$ cat src/rtl/counter.sv
// rtl/counter.sv - free-running synchronous up-counter, wraps modulo MODULUS
module counter #(
    parameter int WIDTH   = 4,
    parameter int MODULUS = 2 ** WIDTH,
    parameter int INIT    = 0
) (
    input  logic             ck,
    input  logic             res,
    output logic [WIDTH-1:0] q
);

    // Reset value and last count value before the wrap, both at counter width
    localparam logic [WIDTH-1:0] INIT_V = WIDTH'(INIT);
    localparam logic [WIDTH-1:0] LAST_V = WIDTH'(MODULUS - 1);

    // A full-range modulus wraps by natural overflow, so no compare is needed
    localparam bit FULL_RANGE = (MODULUS == (2 ** WIDTH));

    logic [WIDTH-1:0] q_inc;
    logic [WIDTH-1:0] q_next;

    assign q_inc = q + WIDTH'(1);

    generate
        if (FULL_RANGE) begin : g_natural_wrap
            // Overflow from all-ones to zero is the wrap
            always_comb begin
                q_next = q_inc;
            end
        end else begin : g_compare_wrap
            // Explicit wrap to zero at MODULUS-1
            always_comb begin
                q_next = q_inc;
                if (q == LAST_V) begin
                    q_next = '0;
                end
            end
        end
    endgenerate

    // Count register; res is sampled only at the rising edge and wins over counting
    always_ff @(posedge ck) begin
        if (!res) begin
            q <= INIT_V;
        end else begin
            q <= q_next;
        end
    end

endmodule

$ cat config.mk
export PLATFORM = sky130hd
export DESIGN_NAME = counter
export DESIGN_NICKNAME = d
export VERILOG_FILES = /design/src/rtl/counter.sv
export SDC_FILE = /design/constraint.sdc
export NUM_CORES = 1
export LEC_CHECK = 0
export ABC_CLOCK_PERIOD_IN_PS = 1200
export BUFFER_PORTS_ARGS = -buffer_cell sky130_fd_sc_hd__buf_2
export CAP_MARGIN = 20
export CORE_AREA = 2 2 39 41
export DETAILED_ROUTE_END_ITERATION = 10
export DIE_AREA = 0 0 41 43
export SYNTH_ARGS = -nofsm -noshare
export SYNTH_HDL_FRONTEND = slang
export SYNTH_SLANG_ARGS = --single-unit
$ cat constraint.sdc
create_clock -name ck -period 1.2 [get_ports ck]
set_input_delay 0 -clock ck [delete_from_list [all_inputs] [get_ports ck]]
set_output_delay 0 -clock ck [all_outputs]
set_load 0.05 [all_outputs]
==> flow_summary.ini, run 1 <==
[clocking]
cts_made_buffers = 3
cts-root-buf = clkbuf_4
post_cts_resized = 0
clkSlewWorstSetupHoldPaths_ns = 0.04
cts_tree = yes
clock_latency_ns = 0.23
htree_levels = 1
cts_hold_buffers = 0
cts_buffer_depth = 2
cts_post_setup_buffers_inserted = 0
cts.sinks = 4

[logic_synthesis]
synth_top_area_cell = dfxtp_1
synth-seq-area-share = 0.552
synth_area_leaders = dfxtp_1 55%, and2_1 8.6%, ha_1 8.6%, mux2i_1 6.9%, xor2_1 6.0%
post_synth_num_cell_types = 9
synth_nets = 16
yosys_register_bits = 4
syn_area_um2 = 145
synth_top_cell_area_share = 0.552
yosysWarnings = 0
netlist_instances = 13
avgSynthCellArea_um2 = 11.2

[critical_path]
critPathMaxFanout = 4
r2r-start = q[0]
end_kind = register
reg2reg_depth = 3
crit_chain = ha_1 > xor2_1 > and2_1
cp_data_arrival_time_ns = 1.04
crit_slowest_cell = dfxtp_2
ff2ff_setup_slack_ns = 0.28
worstPathRequired_ns = 1.32
worstSetupStartpointType = register
crit_path_end = q[2]
path_class = reg2reg
r2r_end = q[2]
startpoint = q[0]
cpPeakStageDelay_ns = 0.32

[timing]
worst_slack_ns = 0.285
hold_violations = 0
finalSetupViolCount = 0
tightest_slew_ns = 0.249
drv_slew = 0
skew_ns = 0.000630
period_share = 0.763
rsz0062_at_grt = false
fmaxAchievable_mhz = 1090
min_period_ns = 0.915
tns_ns = 0
maxSlewHeadroom = 0.835

[power_and_ir_drop]
p_leak_nw = 0.112
irDropWorstVdd_mv = 0.149
p_per_area_mw_per_mm2 = 1700

[hold_path]
hold_path.class = in2reg

[floorplanning]
start_util = 0.105
std_cell_rows = 14
fp.dieW_um = 41
dieArea_mm2 = 0.00176
core_mm2 = 0.00138
fp.dieH_um = 43
num_io_pins = 6

[drt]
wire_per_inst_um = 7.46
viasPerCell = 3.00
vias = 111
drc = 0
drt_iter0_drc = 0
drt_wl_total_um = 276
detail-route-antenna-nets = 0
drt_pass1_iterations = 1

[placed_design]
place.gp.congestion = 0.504
io_buffers = 5
place.detailed.hpwl_um = 215
dpl_worst_slack_ns = 0.283

[global_route]
antenna_found_initial = 0
grt_pass1_wl_um = 462
grt_max_degree = 6
track_usage = 0.0501
grt_pass1_vias = 130
overflow = 0

[finish]
syn_to_final_growth_pct = 48.3
final_core_util = 0.156
final_net_count = 26
regMostFlops = q
largestRegisters = q: 4 flops
drive_above_1_share = 0.476
final_common_cell = buf_2
final_cell_mix = 5 x buf_2, 3 x clkbuf_4, 2 x and2_1, 2 x dfxtp_2, 2 x dfxtp_1
n_antenna_cell = 0
largest_reg_flops = 4

[status]
status = finished clean

[job]
cap_violations = 0
## synth_stat cells (all sizes together)
| cell type | number |
|---|---|
| dfxtp | 4 |
| and2 | 2 |
| ha | 1 |
| mux2i | 1 |
| nand2 | 1 |
| nand2b | 1 |
| nand3 | 1 |
| nor2b | 1 |
| xor2 | 1 |
## per-stage QoR
stage          power (mW)  std cells  cell area [um^2]  hold WS [ns]
2_1_floorplan       0.193         13               148         0.122
3_3_place_gp        0.206         34               193         0.267
3_5_place_dp        0.207         34               193         0.272
4_1_cts             0.379         37               215        0.0264
5_1_grt             0.393         37               215        0.0487
6_report            0.366         37               215        0.0304
## area by class of cell
| class | count | area, um^2 |
|---|---|---|
| multi-input combinational | 9 | 65.1 |
| fill | 160 | 1170 |
| sequential | 4 | 82.6 |
| timing repair buffer | 5 | 25.0 |
| tap | 16 | 20.0 |
| clock buffer | 3 | 22.5 |
## worst min path at each step
stage	depth (start not counted)	slack (ns)	from	endpoint
2_1_floorplan	1	0.12	res	q[2]
3_3_place_gp	2	0.27	res	q[2]
3_5_place_dp	2	0.27	res	q[2]
4_1_cts	2	0.03	res	q[2]
5_1_grt	2	0.05	res	q[1]
6_report	2	0.03	res	q[2]
## critical path: cells and delay by family (launching register included)
| family | cells | cell delay, ns |
|---|---|---|
| fa+ha+maj | 1 | 0.20 |
| flops | 1 | 0.32 |
| simple gates | 1 | 0.15 |
| xor+xnor | 1 | 0.13 |
## power breakdown
part | switching (mW) | internal (mW) | total, mW | leakage (nW)
Clock | 0.0505 | 0.112 | 0.162 | 0.0138
Combinational | 0.0388 | 0.0144 | 0.0532 | 0.0648
Sequential | 0.00676 | 0.144 | 0.151 | 0.0334
## metal layers
layer  routed length (um)  track usage
met1                   84       0.0351
met2                  145       0.0563
met3                   46       0.0471
met4                    0       0.0800
met5                    0            0
## cell families (layout without fill, tap and decap cells)
kind of cell | Yosys count | after routing | share of synthesized area
buffers and inverters | 0 | 8 | 0
adders and majority gates | 1 | 1 | 0.0862
and+or+nand+nor | 6 | 6 | 0.233
DFF | 4 | 4 | 0.552
xor gates and xnor gates | 1 | 1 | 0.0604
muxes | 1 | 1 | 0.0690
Power figures use the tool's default switching activity.
==> run 2, diff against run 1 <==
--- a/config.mk
+++ b/config.mk
@@ -5,7 +5,7 @@
 export SDC_FILE = /design/constraint.sdc
 export NUM_CORES = 1
 export LEC_CHECK = 0
-export ABC_CLOCK_PERIOD_IN_PS = 1200
+export ABC_CLOCK_PERIOD_IN_PS = 850
 export BUFFER_PORTS_ARGS = -buffer_cell sky130_fd_sc_hd__buf_2
 export CAP_MARGIN = 20
 export CORE_AREA = 2 2 39 41
==> constraint.sdc (replaced) <==
create_clock -name ck -period 0.85 [get_ports ck]
set_input_delay 0 -clock ck [delete_from_list [all_inputs] [get_ports ck]]
set_output_delay 0 -clock ck [all_outputs]
set_load 0.05 [all_outputs]
==> run 2 against run 1 <==
Compared with the run above:
- the run now ends with negative setup slack left
- die area is the same
- wire length grew 22%
- first-iteration DRC count grew 2
- sequential power grew 41%
- total power grew 65%
- fmax grew 6.3%
- sequential share of layout area shrank 6.9 points
- highest routed layer unchanged
==> flow_summary.ini, run 2 (synthesized netlist as in run 1, its figures left out) <==
[critical_path]
cpPeakStageDelay_ns = 0.35
crit_family = flip-flops
crit_slowest_cell = dfxtp_4
critPathMaxFanout = 2
cp_data_arrival_time_ns = 0.99
end_kind = register
crit_chain = ha_4 > xor2_1 > and2_1
worstSetupStartpointType = register
path_class = reg2reg
crit_buf_inv = 0
worstPathRequired_ns = 0.98

[power_and_ir_drop]
p_switching_mw = 0.169
power_mw = 0.605
switching_share = 0.280
p_comb_frac = 0.204
irDropWorstVdd_mv = 0.609
seqPwrFrac = 0.352
p_int_mw = 0.436
p_leak_nw = 0.136
p_per_area_mw_per_mm2 = 2060
p_clk_frac = 0.444

[clocking]
cts_made_buffers = 3
cts-root-buf = clkbuf_4
cts_hold_buffers = 0
htree_levels = 1
cts_buffer_depth = 2
clkSlewWorstSetupHoldPaths_ns = 0.04
cts_tree = yes
cts.sinks = 4
clock_latency_ns = 0.24

[timing]
period_share = 1.01
rsz0062_at_grt = true
finalSetupViolCount = 1
min_period_ns = 0.861
drv_slew = 0
hold_violations = 0
fmaxAchievable_mhz = 1160
worst_slack_ns = -0.0110
tightest_slew_ns = 0.246
maxSlewHeadroom = 0.837
skew_ns = 0.00268
hold_ws_ns = 0.0374

[global_route]
overflow = 0
track_usage = 0.0591
grt_max_degree = 6
grt_pass1_vias = 146
antenna_found_initial = 0
grt_pass1_wl_um = 545

[finish]
regMostFlops = q
drive_above_1_share = 0.640
n_antenna_cell = 0
final_cell_mix = 4 x clkbuf_4, 3 x dfxtp_4
final_common_cell = clkbuf_4
fin_cells = 41
largest_reg_flops = 4
largestRegisters = q: 4 flops
final_net_count = 29
syn_to_final_growth_pct = 103

[floorplanning]
std_cell_rows = 14
core_mm2 = 0.00138
fp.dieH_um = 43
num_io_pins = 6
dieArea_mm2 = 0.00176
fp.dieW_um = 41
start_util = 0.105

[drt]
wire_per_inst_um = 8.20
drc = 0
viasPerCell = 3.44
drt_iter0_drc = 2
drt_pass1_iterations = 2
drt_wl_total_um = 336
vias = 141
detail-route-antenna-nets = 0

[status]
violations = negative setup slack
status = finished with violations

[job]
cap_violations = 0

[placed_design]
io_buffers = 5
place.detailed.hpwl_um = 235
dpl_worst_slack_ns = -0.00275
dp_cells = 36
place.gp.congestion = 0.564

[hold_path]
hold_path.class = in2reg
-- run 2: changes by cell type in the layout (fill, tap and decap cells not counted), sizes merged --
cell and change:
buf +2, clkbuf +2
-- run 2: final cells by class --
cell class              instances  area (um^2)
well taps                      16         20.0
flip-flops and latches          4         92.6
clock buffers                   4         26.3
multi-input cells               9         77.6
fillers                       154         1090
repair buffers                  8         77.6
-- run 2: repair_timing --
| item | CTS | global route |
|---|---|---|
| gates resized for setup | 8 | 1 |
| setup buffers | 0 | 1 |
| hold endpoints to repair | 0 | 0 |
| setup endpoints to repair | 3 | 5 |
| pin swaps | 0 | 0 |
-- run 2: power by group through the flow --
stage	sequential, mW	combinational (mW)	clock (mW)
global route	0.215	0.136	0.292
CTS	0.213	0.120	0.284
finish	0.213	0.123	0.269
floorplan	0.259	0.0168	0
global placement	0.214	0.0919	0
detailed placement	0.215	0.0937	0
-- run 2: worst paths after layout --
path / startpoint / end / slack (ns) / depth (start not counted)
max: q[1] / q[2] / -0.01 / 3
min: res / q[1] / 0.04 / 2
max reg2reg: q[1] / q[2] / -0.01 / 3
min reg2reg: q[3] / q[3] / 0.47 / 2
-- run 2: worst register-to-register path: stages (launching register included) --
cell     delay, ns
dfxtp_4       0.35
ha_4          0.15
xor2_1        0.13
and2_1        0.13
-- run 2: metrics by stage --
stage	area, um^2	utilization	setup TNS [ns]
after global routing	294	0.212	-0.101
after detailed placement	230	0.166	-0.00275
after global placement	230	0.166	0
after CTS	284	0.205	-0.0290
after floorplan	170	-	-0.110
final	294	0.212	-0.0110
-- run 2: routing by layer --
metal  routed length [um]  vias up  share of wire  GRT usage
met5                    0        -              0          0
met4                    0        0              0     0.0400
met3                   64        0           0.19     0.0942
met2                  156       10           0.46     0.0719
met1                  115       65           0.34     0.0383
li1                     -       66              -          -
